==> src/rtl/laser500_pkg.sv <==
// Shared encodings for the Laser 500 SDRAM slot arbiter: requester IDs,
// arbiter FSM states and the default slot length.
package laser500_pkg;

   typedef enum logic [1:0] {
      GNT_NONE = 2'd0,
      GNT_DIO  = 2'd1,
      GNT_CPU  = 2'd2,
      GNT_VID  = 2'd3
   } gnt_t;

   typedef enum logic [1:0] {
      IDLE  = 2'd0,
      ISSUE = 2'd1,
      WAIT  = 2'd2,
      DONE  = 2'd3
   } state_t;

   localparam int SLOT_LEN_DEFAULT = 8;

endpackage

==> src/rtl/sdram_arbiter_if.sv <==
// Requester and SDRAM system-port bundle seen by the slot arbiter.
// The arbiter uses the slave modport; requesters and the controller use master.
interface sdram_arbiter_if #(
   parameter int ADDR_W = 25
);

   logic              dio_req;
   logic [ADDR_W-1:0] dio_addr;
   logic [7:0]        dio_din;
   logic              dio_ack;

   logic              cpu_req;
   logic              cpu_we;
   logic [15:0]       cpu_addr;
   logic [7:0]        cpu_din;
   logic [7:0]        cpu_dout;
   logic              cpu_ack;

   logic              vid_req;
   logic [15:0]       vid_addr;
   logic [7:0]        vid_dout;
   logic              vid_ack;

   logic [ADDR_W-1:0] sd_addr;
   logic [7:0]        sd_din;
   logic              sd_we;
   logic              sd_oe;
   logic [7:0]        sd_dout;

   modport slave (
      input  dio_req, dio_addr, dio_din,
      output dio_ack,
      input  cpu_req, cpu_we, cpu_addr, cpu_din,
      output cpu_dout, cpu_ack,
      input  vid_req, vid_addr,
      output vid_dout, vid_ack,
      output sd_addr, sd_din, sd_we, sd_oe,
      input  sd_dout
   );

   modport master (
      output dio_req, dio_addr, dio_din,
      input  dio_ack,
      output cpu_req, cpu_we, cpu_addr, cpu_din,
      input  cpu_dout, cpu_ack,
      output vid_req, vid_addr,
      input  vid_dout, vid_ack,
      input  sd_addr, sd_din, sd_we, sd_oe,
      output sd_dout
   );

endinterface

==> src/rtl/sdram_arb_pick.sv <==
// Combinational grant selection: download always wins, CPU and video
// alternate on a tie using the last CPU/video winner.
module sdram_arb_pick
   import laser500_pkg::*;
(
   input  logic i_dioReq,
   input  logic i_cpuReq,
   input  logic i_vidReq,
   input  gnt_t i_lastGrant,
   output gnt_t o_grant
);

   always_comb begin
      o_grant = GNT_NONE;
      if (i_dioReq) begin
         o_grant = GNT_DIO;
      end else if (i_cpuReq && i_vidReq) begin
         o_grant = (i_lastGrant == GNT_CPU) ? GNT_VID : GNT_CPU;
      end else if (i_cpuReq) begin
         o_grant = GNT_CPU;
      end else if (i_vidReq) begin
         o_grant = GNT_VID;
      end
   end

endmodule

==> src/rtl/sdram_arbiter.sv <==
// Time-slot arbiter sharing one SDRAM system port between download, CPU and
// video; one access per CPU-clock slot, acked on the last cycle of the slot.
module sdram_arbiter
   import laser500_pkg::*;
#(
   parameter int SLOT_LEN = SLOT_LEN_DEFAULT,
   parameter int ADDR_W   = 25
)(
   input  logic           clk,
   input  logic           reset,
   input  logic           clkref,
   sdram_arbiter_if.slave bus
);

   localparam logic [3:0] LAST_WAIT = 4'(SLOT_LEN - 2);

   state_t            r_state;
   logic [3:0]        r_slotCnt;
   logic              r_clkrefD;
   gnt_t              r_grant;
   gnt_t              r_lastGrant;
   logic [ADDR_W-1:0] r_sdAddr;
   logic [7:0]        r_sdDin;
   logic              r_sdWe;
   logic              r_sdOe;
   logic [7:0]        r_cpuDout;
   logic [7:0]        r_vidDout;
   logic              r_dioAck;
   logic              r_cpuAck;
   logic              r_vidAck;

   logic              w_edge;
   logic              w_start;
   gnt_t              w_pick;
   logic [ADDR_W-1:0] w_addr;
   logic [7:0]        w_din;
   logic              w_we;
   logic              w_oe;

   assign w_edge  = clkref & ~r_clkrefD;
   assign w_start = w_edge && (w_pick != GNT_NONE);

   sdram_arb_pick u_pick (
      .i_dioReq    (bus.dio_req),
      .i_cpuReq    (bus.cpu_req),
      .i_vidReq    (bus.vid_req),
      .i_lastGrant (r_lastGrant),
      .o_grant     (w_pick)
   );

   // SDRAM command for whichever requester would win right now
   always_comb begin
      w_addr = '0;
      w_din  = '0;
      w_we   = 1'b0;
      w_oe   = 1'b0;
      case (w_pick)
         GNT_DIO: begin
            w_addr = bus.dio_addr;
            w_din  = bus.dio_din;
            w_we   = 1'b1;
         end
         GNT_CPU: begin
            w_addr = ADDR_W'(bus.cpu_addr);
            w_din  = bus.cpu_din;
            w_we   = bus.cpu_we;
            w_oe   = !bus.cpu_we;
         end
         GNT_VID: begin
            w_addr = ADDR_W'(bus.vid_addr);
            w_oe   = 1'b1;
         end
         default: ;
      endcase
   end

   // The slot boundary coincides with the DONE cycle of the previous slot,
   // so DONE makes the same grant decision as IDLE to keep slots back-to-back.
   always_ff @(posedge clk) begin
      if (reset) begin
         r_state     <= IDLE;
         r_slotCnt   <= '0;
         r_clkrefD   <= clkref;
         r_grant     <= GNT_NONE;
         r_lastGrant <= GNT_VID;
         r_sdAddr    <= '0;
         r_sdDin     <= '0;
         r_sdWe      <= 1'b0;
         r_sdOe      <= 1'b0;
         r_cpuDout   <= '0;
         r_vidDout   <= '0;
         r_dioAck    <= 1'b0;
         r_cpuAck    <= 1'b0;
         r_vidAck    <= 1'b0;
      end else begin
         r_clkrefD <= clkref;
         r_dioAck  <= 1'b0;
         r_cpuAck  <= 1'b0;
         r_vidAck  <= 1'b0;
         case (r_state)
            IDLE, DONE: begin
               r_state   <= IDLE;
               r_slotCnt <= '0;
               r_sdWe    <= 1'b0;
               r_sdOe    <= 1'b0;
               if (w_start) begin
                  r_state  <= ISSUE;
                  r_grant  <= w_pick;
                  r_sdAddr <= w_addr;
                  r_sdDin  <= w_din;
                  r_sdWe   <= w_we;
                  r_sdOe   <= w_oe;
                  if (w_pick == GNT_CPU || w_pick == GNT_VID) begin
                     r_lastGrant <= w_pick;
                  end
               end
            end
            ISSUE: begin
               r_slotCnt <= r_slotCnt + 4'd1;
               if (r_slotCnt == 4'd1) begin
                  r_state <= WAIT;
               end
            end
            WAIT: begin
               r_slotCnt <= r_slotCnt + 4'd1;
               if (r_slotCnt == LAST_WAIT) begin
                  r_state <= DONE;
                  r_sdWe  <= 1'b0;
                  r_sdOe  <= 1'b0;
                  case (r_grant)
                     GNT_DIO: r_dioAck <= 1'b1;
                     GNT_CPU: begin
                        r_cpuAck <= 1'b1;
                        if (r_sdOe) begin
                           r_cpuDout <= bus.sd_dout;
                        end
                     end
                     GNT_VID: begin
                        r_vidAck  <= 1'b1;
                        r_vidDout <= bus.sd_dout;
                     end
                     default: ;
                  endcase
               end
            end
            default: r_state <= IDLE;
         endcase
      end
   end

   assign bus.sd_addr  = r_sdAddr;
   assign bus.sd_din   = r_sdDin;
   assign bus.sd_we    = r_sdWe;
   assign bus.sd_oe    = r_sdOe;
   assign bus.cpu_dout = r_cpuDout;
   assign bus.vid_dout = r_vidDout;
   assign bus.dio_ack  = r_dioAck;
   assign bus.cpu_ack  = r_cpuAck;
   assign bus.vid_ack  = r_vidAck;

endmodule

==> src/flat_wrapper.sv <==
// flat-port wrapper written by rule: the top's interface ports become plain ports
module sdram_arbiter_flat import laser500_pkg::*;
#(
   parameter int SLOT_LEN = SLOT_LEN_DEFAULT,
   parameter int ADDR_W   = 25
)
  (clk, reset, clkref, bus_dio_req, bus_dio_addr, bus_dio_din, bus_dio_ack, bus_cpu_req, bus_cpu_we, bus_cpu_addr, bus_cpu_din, bus_cpu_dout, bus_cpu_ack, bus_vid_req, bus_vid_addr, bus_vid_dout, bus_vid_ack, bus_sd_addr, bus_sd_din, bus_sd_we, bus_sd_oe, bus_sd_dout);
  sdram_arbiter_if #(.ADDR_W(ADDR_W)) bus_i ();
  input  logic clk;
  input  logic reset;
  input  logic clkref;
  input wire logic [$bits(bus_i.dio_req)-1:0] bus_dio_req;
  input wire logic [$bits(bus_i.dio_addr)-1:0] bus_dio_addr;
  input wire logic [$bits(bus_i.dio_din)-1:0] bus_dio_din;
  output wire logic [$bits(bus_i.dio_ack)-1:0] bus_dio_ack;
  input wire logic [$bits(bus_i.cpu_req)-1:0] bus_cpu_req;
  input wire logic [$bits(bus_i.cpu_we)-1:0] bus_cpu_we;
  input wire logic [$bits(bus_i.cpu_addr)-1:0] bus_cpu_addr;
  input wire logic [$bits(bus_i.cpu_din)-1:0] bus_cpu_din;
  output wire logic [$bits(bus_i.cpu_dout)-1:0] bus_cpu_dout;
  output wire logic [$bits(bus_i.cpu_ack)-1:0] bus_cpu_ack;
  input wire logic [$bits(bus_i.vid_req)-1:0] bus_vid_req;
  input wire logic [$bits(bus_i.vid_addr)-1:0] bus_vid_addr;
  output wire logic [$bits(bus_i.vid_dout)-1:0] bus_vid_dout;
  output wire logic [$bits(bus_i.vid_ack)-1:0] bus_vid_ack;
  output wire logic [$bits(bus_i.sd_addr)-1:0] bus_sd_addr;
  output wire logic [$bits(bus_i.sd_din)-1:0] bus_sd_din;
  output wire logic [$bits(bus_i.sd_we)-1:0] bus_sd_we;
  output wire logic [$bits(bus_i.sd_oe)-1:0] bus_sd_oe;
  input wire logic [$bits(bus_i.sd_dout)-1:0] bus_sd_dout;
  assign bus_i.dio_req = bus_dio_req;
  assign bus_i.dio_addr = bus_dio_addr;
  assign bus_i.dio_din = bus_dio_din;
  assign bus_dio_ack = bus_i.dio_ack;
  assign bus_i.cpu_req = bus_cpu_req;
  assign bus_i.cpu_we = bus_cpu_we;
  assign bus_i.cpu_addr = bus_cpu_addr;
  assign bus_i.cpu_din = bus_cpu_din;
  assign bus_cpu_dout = bus_i.cpu_dout;
  assign bus_cpu_ack = bus_i.cpu_ack;
  assign bus_i.vid_req = bus_vid_req;
  assign bus_i.vid_addr = bus_vid_addr;
  assign bus_vid_dout = bus_i.vid_dout;
  assign bus_vid_ack = bus_i.vid_ack;
  assign bus_sd_addr = bus_i.sd_addr;
  assign bus_sd_din = bus_i.sd_din;
  assign bus_sd_we = bus_i.sd_we;
  assign bus_sd_oe = bus_i.sd_oe;
  assign bus_i.sd_dout = bus_sd_dout;
  sdram_arbiter #(.SLOT_LEN(SLOT_LEN), .ADDR_W(ADDR_W)) u_core (.clk(clk), .reset(reset), .clkref(clkref), .bus(bus_i));
endmodule
==> config.mk <==
export PLATFORM = sky130hd
export DESIGN_NAME = sdram_arbiter_flat
export DESIGN_NICKNAME = d
export VERILOG_FILES = /design/src/rtl/laser500_pkg.sv /design/src/rtl/sdram_arbiter_if.sv /design/src/rtl/sdram_arb_pick.sv /design/src/rtl/sdram_arbiter.sv /design/src/flat_wrapper.sv
export SDC_FILE = /design/constraint.sdc
export NUM_CORES = 1
export LEC_CHECK = 0
export CORE_AREA = 2 2 89 91
export CTS_CLUSTER_DIAMETER = 150
export DETAILED_ROUTE_END_ITERATION = 7
export DIE_AREA = 0 0 91 93
export GPL_TIMING_DRIVEN = 0
export MAX_ROUTING_LAYER = met4
export PLACE_DENSITY = 0.87
export SYNTH_ARGS = -nofsm -noshare
export SYNTH_HDL_FRONTEND = slang
export SYNTH_SLANG_ARGS = --single-unit
==> constraint.sdc <==
create_clock -name clk -period 2.7 [get_ports clk]
set_input_delay 0.54 -clock clk [delete_from_list [all_inputs] [get_ports clk]]
set_output_delay 0.54 -clock clk [all_outputs]
set_load 0.05 [all_outputs]
==> results of run 1 <==
-- power by group --
| part | internal, mW | switching [mW] |
|---|---|---|
| registers | 0.990 | 0.0205 |
| logic | 0.241 | 0.258 |
| clock network | 0.421 | 0.356 |
-- what timing repair did --
action                                  4_1_cts  5_1_grt
endpoints found under the setup margin        0       17
endpoints found under the hold margin         0        0
setup buffers                                 0        0
resized for setup                             0        1
-- cell families after synthesis --
| kind of cell | count (synthesis) | share of synthesized area |
|---|---|---|
| simple gates | 129 | 0.2386 |
| compound gates | 69 | 0.1553 |
| flops | 65 | 0.4330 |
| buf+inv | 38 | 0.06495 |
| mux | 18 | 0.06078 |
| fa+ha+maj | 10 | 0.04163 |
| xor+xnor | 2 | 0.005830 |
-- worst register-to-register path, delay by kind of cell (launching register included) --
family | cells | cell delay, ps
AND/OR/NAND/NOR | 3 | 670
AO/OA/AOI/OAI | 3 | 480
buffers and inverters | 2 | 480
flip-flops | 1 | 310
adder cells (fa/ha/maj) | 1 | 150
-- routing by layer --
metal,global-route usage,vias to the layer above,share of wire
li1,-,1483,-
met1,0.2414,1433,0.42
met2,0.3660,149,0.49
met3,0.05882,14,0.072
met4,0.07576,0,0.016
met5,-,-,0
-- cell type report --
cell class,instances,area (µm²)
Fill cell,655,2825
Multi-Input combinational cell,228,1509
Timing Repair Buffer,139,1391
Sequential cell,65,1301
Buffer,30,165.2
Clock buffer,12,135.1
Tap cell,102,127.6
Clock inverter,3,42.54
Inverter,8,30.03
-- registers in the layout, summed over array words and instances (netlist names), 2 cells and up --
register	flops
u_core.r_slotCnt	4
u_core.bus.sd_addr	25
u_core.r_lastGrant	2
u_core.r_grant	2
u_core.r_state	2
u_core.bus.vid_dout	8
u_core.bus.sd_din	8
u_core.bus.cpu_dout	8
-- through the flow --
| stage | std cells | utilization | power (mW) | setup WS [ps] | setup TNS, ps |
|---|---|---|---|---|---|
| final | 587 | 0.6247 | 2.288 | 189.9 | 0 |
| after global routing | 587 | 0.6247 | 2.385 | 62.86 | 0 |
| after CTS | 587 | 0.6247 | 2.297 | 128.9 | 0 |
| after detailed placement | 572 | 0.6011 | 1.527 | -216.5 | -5368 |
| after global placement | 572 | 0.6011 | 1.515 | -198.9 | -4653 |
| after floorplan | 331 | - | 1.296 | 299.0 | 0 |
-- synthesized netlist by cell type, types with 3 or more instances --
cell and count:
a21oi_1 36, a222oi_1 16, a22oi_1 8, buf_2 15, buf_6 4, clkbuf_1 10, dfxtp_1 65, ha_1 10
inv_1 8, mux2i_1 16, nand2_1 38, nand2b_1 25, nand3_1 11, nor2_1 8, nor3_1 10, o21ai_0 3
or3_1 24
-- how the worst max path moves through the flow --
stage | slack [ps] | startpoint | end | cells past startpoint
2_1_floorplan | 300 | bus_dio_req | u_core.bus.sd_addr[4] | 10
3_3_place_gp | -200 | bus_cpu_req | u_core.bus.sd_din[7] | 10
3_5_place_dp | -220 | bus_cpu_req | u_core.bus.sd_din[7] | 10
4_1_cts | 130 | bus_cpu_req | u_core.bus.sd_din[7] | 10
5_1_grt | 60 | bus_cpu_req | u_core.bus.sd_din[2] | 10
6_report | 190 | bus_cpu_req | u_core.bus.sd_din[7] | 10
-- cell usage in the layout, fill, tap and decap left out, types with 2 or more instances in the layout --
cell             count
buf_2               15
inv_1                8
nor2_1               8
ha_1                10
and4b_1              2
buf_6                4
dfxtp_1             65
clkdlybuf4s50_1    139
mux2_1               2
a222oi_1            16
a22oi_1              8
nand3_1             11
nand2b_1            25
clkbuf_8             9
a21oi_1             36
nor2b_1              2
nor3_1              10
clkbuf_1            13
mux2i_1             16
o21ai_0              2
or3_1               24
nand2_1             38
==> qor.yml, run 1 <==
floorplanning:
  fp.coreArea_um2: 7527
  dieHeight_um: 93
  initial_core_util: 0.3993
  row_count: 32
  ios: 142
  dieArea_um2: 8463
  die_w_um: 91
timing:
  slew_violations: 0
  tightest_slew_ps: 535.8
  worst_hold_slack_ps: 453.8
  slew_headroom: 0.6417
  post-route-period-util: 0.9297
  max_freq_ghz: 0.3984
  finalSetupViolCount: 0
  rsz0062_at_grt: "no"
  hold_viol: 0
  skew_ps: 5.871
  period_minus_slack_ps: 2510
min_path:
  hp-start: "u_core.bus.sd_din[2]"
  hold_path_class: "flop to flop"
  min_to: "u_core.bus.sd_din[2]"
  min_path_cells: 2
global_route:
  grt_pass1_wl_um: 14040
  antenna_found_initial: 0
  grt_pass1_vias: 3030
  grt_max_degree: 11
  grtUsageTotal: 0.2137
  grt_overflow: 0
synth:
  synth_edf_count: 0
  synth_area_per_cell_um2: 9.080
  syn_inst: 331
  synth_cell_types: 38
  synth-seq-area-share: 0.4330
  synth_ff_type: "dfxtp_1"
  ys_ff_latch: 65
  synth.net_count: 429
  async_reset_ff_frac: 0
  yosysTopAreaCellShare: 0.4330
  yosys_warnings: 0
  yosys.area.top_type: "dfxtp_1"
  synth.area.top_cells: "dfxtp_1 (43%), a21oi_1 (6.0%), a222oi_1 (5.3%)"
  synth_area_um2: 3005
final_layout:
  syn_to_final_growth_pct: 56.45
  nets: 579
  design_area_um2: 4702
  drive_above_1_share: 0.07216
  diodes: 0
status:
  outcome: "finished, final reports clean"
route:
  avgViaCountPerCell: 5.245
  drc: 0
  wirelength_um: 8972
  ant_nets: 0
  drt_first_pass_iters: 6
  wl_per_cell_um: 15.28
  vias: 3079
  drt_iter0_markers: 194
worst_setup_path:
  cpLargestDelayFamily: "buffers and inverters"
  path_buf_inv: 4
  max_stage_delay_ps: 510
  worstPathRequired_ps: 2970
  cp_data_arrival_time_ps: 2780
  crit_path_cell_trace: "clkdlybuf4s50_1 -> inv_1 -> o21ai_1 -> and2_1 -> ha_1 -> buf_2 -> buf_2 -> a22oi_1 -> or3_1 -> a21oi_1"
  rr_worst_depth: 9
  end_kind: "flop"
  r2r_slack_ps: 540
  cp_slowest_cell: "clkdlybuf4s50_1"
  critical_path_class: "input pin to flop"
  path_common_cell: "buf_2"
  reg2reg_to: "u_core.bus.sd_din[7]"
  cp-start-kind: "input pin"
  crit_fanout: 10
  r2r_start: "u_core.r_lastGrant[1]"
placed_design:
  dpl-instance-area_um2: 4524
  gp_congestion: 0.8296
  hpwl_um: 6820
  portBuffers: 139
clocking:
  cts.path.max_buffers: 2
  ctsHoldBuffers: 0
  cts.sinks: 65
  cts.clk_slew.worst_paths_ps: 70
  root_buffer: "clkbuf_8"
  numCtsBuffers: 9
  insertion_delay_ps: 340
  htree_levels: 3
  cts_tree: "built"
power:
  power_density_nw_per_um2: 486.5
  leakagePower_nw: 1.727
  ir_worst_vdd_v: 0.0002552
run:
  max_cap_violations: 0
(Power assumes the default switching activity.)
==> run 2, diff against run 1 <==
--- a/config.mk
+++ b/config.mk
@@ -5,13 +5,13 @@
 export SDC_FILE = /design/constraint.sdc
 export NUM_CORES = 1
 export LEC_CHECK = 0
-export CORE_AREA = 2 2 89 91
+export CORE_AREA = 2 2 113 115
 export CTS_CLUSTER_DIAMETER = 150
 export DETAILED_ROUTE_END_ITERATION = 7
-export DIE_AREA = 0 0 91 93
+export DIE_AREA = 0 0 115 117
 export GPL_TIMING_DRIVEN = 0
 export MAX_ROUTING_LAYER = met4
-export PLACE_DENSITY = 0.87
+export PLACE_DENSITY = 0.61
 export SYNTH_ARGS = -nofsm -noshare
 export SYNTH_HDL_FRONTEND = slang
 export SYNTH_SLANG_ARGS = --single-unit
==> run 2 against run 1 <==
Die area rose by 59%. Via count fell by 2.0%. Sequential power barely moved. Utilization fell by 23 points. Fmax fell by 0.89%. Clock power rose by 36%. Wire length rose by 12%. Global-route usage fell by 5.8 points. Power rose by 13%. Register-to-register slack got worse by 50 ps. Critical path depth did not move. Clock skew fell by 1.4 ps. Largest power group is now clock.
==> qor.yml, run 2 (synthesized netlist as in run 1, its figures left out) <==
clocking:
  root_buffer: "clkbuf_16"  # was clkbuf_8
  numCtsBuffers: 9  # unchanged
  cts.path.max_buffers: 2  # unchanged
  cts.sinks: 65  # unchanged
  cts.clk_slew.worst_paths_ps: 50  # was 70 ps
  htree_levels: 3  # unchanged
  ctsHoldBuffers: 0  # unchanged
  cts_tree: "built"  # unchanged
  insertion_delay_ps: 330  # was 340 ps
floorplanning:
  ios: 142  # unchanged
  dieArea_um2: 13460  # was 8463 µm²
  dieHeight_um: 117  # was 93 µm
  die_w_um: 115  # was 91 µm
  fp.coreArea_um2: 12310  # was 7527 µm²
  row_count: 41  # was 32
  initial_core_util: 0.2441  # was 0.3993
timing:
  skew_ps: 4.423  # was 5.871 ps
  max_freq_ghz: 0.3949  # was 0.3984 GHz
  rsz0062_at_grt: "no"  # unchanged
  worst_hold_slack_ps: 448.7  # was 453.8 ps
  tightest_slew_ps: 598.8  # was 535.8 ps
  period_minus_slack_ps: 2533  # was 2510 ps
  slew_violations: 0  # unchanged
  slew_headroom: 0.6008  # was 0.6417
  hold_viol: 0  # unchanged
  tns_ps: 0  # unchanged
  finalSetupViolCount: 0  # unchanged
  post-route-period-util: 0.9380  # was 0.9297
route:
  wirelength_um: 10010  # was 8972 µm
  drc: 0  # unchanged
  vias: 3016  # was 3079
  wl_per_cell_um: 15.76  # was 15.28 µm
  drt_iter0_markers: 157  # was 194
  ant_nets: 0  # unchanged
  drt_first_pass_iters: 5  # was 6
  avgViaCountPerCell: 4.750  # was 5.245
global_route:
  grt_overflow: 0  # unchanged
  antenna_found_initial: 0  # unchanged
  grtUsageTotal: 0.1555  # was 0.2137
  grt_pass1_wl_um: 15470  # was 14040 µm
  grt_max_degree: 11  # unchanged
  grt_pass1_vias: 3059  # was 3030
worst_setup_path:
  end_kind: "flop"  # unchanged
  crit_fanout: 10  # unchanged
  cp_data_arrival_time_ps: 2790  # was 2780 ps
  worstPathRequired_ps: 2950  # was 2970 ps
  critical_path_class: "input pin to flop"  # unchanged
  cp-start-kind: "input pin"  # unchanged
final_layout:
  mostFrequentLayoutCells: "clkdlybuf4s50_1 (139), dfxtp_1 (65), nand2_1 (38)"  # unchanged
  diodes: 0  # unchanged
  largest_reg_flops: 25  # unchanged
  final_common_cell: "clkdlybuf4s50_1"  # unchanged
  fin_util: 0.3938  # was 0.6247
  nets: 579  # unchanged
  drive_above_1_share: 0.07423  # was 0.07216
  syn_to_final_growth_pct: 61.32  # was 56.45%
power:
  ir_worst_vdd_v: 0.0002675  # was 0.0002552 V
  power_density_nw_per_um2: 531.4  # was 486.5 nW/µm²
  leakagePower_nw: 1.769  # was 1.727 nW
placed_design:
  portBuffers: 139  # unchanged
  gp_congestion: 0.8040  # was 0.8296
  hpwl_um: 7579  # was 6820 µm
status:
  outcome: "finished, final reports clean"  # unchanged
run:
  max_cap_violations: 0  # unchanged
min_path:
  hold_path_class: "flop to flop"  # unchanged
==> run 2: cell count changes in the layout (fill, tap and decap cells not counted) <==
cell / previous run / this run
clkbuf_8: 9 / 1
clkinv_2: 1 / 2
clkbuf_1: 13 / 12
clkbuf_16: 0 / 9
bufinv_16: 1 / 0
==> run 2: layout make-up <==
cell class / instances / area [µm²]
Buffer: 30 / 165.2
Clock buffer: 12 / 246.5
Clock inverter: 3 / 17.52
Fill cell: 1273 / 7463
Inverter: 8 / 30.03
Multi-Input combinational cell: 228 / 1509
Sequential cell: 65 / 1301
Tap cell: 150 / 187.7
Timing Repair Buffer: 139 / 1391
==> run 2: where the power goes <==
group | switching (mW) | leakage [nW] | internal, mW | total, mW
clock | 0.424 | 0.128 | 0.638 | 1.06
combinational | 0.261 | 1.11 | 0.241 | 0.502
sequential | 0.0208 | 0.526 | 0.992 | 1.01
==> run 2: final timing paths <==
check,to,slack [ps],depth (start not counted),from
hold / removal,u_core.bus.sd_addr[8],450,2,u_core.bus.sd_addr[8]
setup reg to reg,u_core.bus.sd_din[7],490,9,u_core.r_lastGrant[1]
hold reg to reg,u_core.bus.sd_addr[8],450,2,u_core.bus.sd_addr[8]
setup / recovery,u_core.bus.sd_addr[14],170,10,bus_dio_req
==> run 2: worst max-delay path, cell delays in order <==
cell and delay [ps]:
buf_2 190, buf_2 300, buf_2 270, inv_1 110
and2_1 190, ha_1 200, nand4bb_4 290, buf_6 190
or3_1 350, a21oi_1 170
==> run 2: per-layer routing <==
| layer | vias to the layer above | GRT usage | part of all wire |
|---|---|---|---|
| met5 | - | - | 0 |
| met3 | 9 | 0.04583 | 0.086 |
| met2 | 136 | 0.2573 | 0.47 |
| li1 | 1484 | - | - |
| met1 | 1387 | 0.1822 | 0.43 |
| met4 | 0 | 0.05060 | 0.011 |
==> run 2: repair_timing <==
action / CTS / global route
gates resized for setup: 0 / 1
setup buffers: 0 / 0
setup endpoints to repair: 0 / 19
==> run 2: per-stage QoR <==
stage | setup WS (ps) | instances | cell area [µm²] | power [mW]
floorplan | 299.0 | 331 | 3005 | 1.296
global placement | -260.5 | 620 | 4584 | 1.528
detailed placement | -280.4 | 620 | 4584 | 1.536
CTS | 64.70 | 635 | 4848 | 2.617
global route | 11.99 | 635 | 4848 | 2.700
finish | 167.4 | 635 | 4848 | 2.576
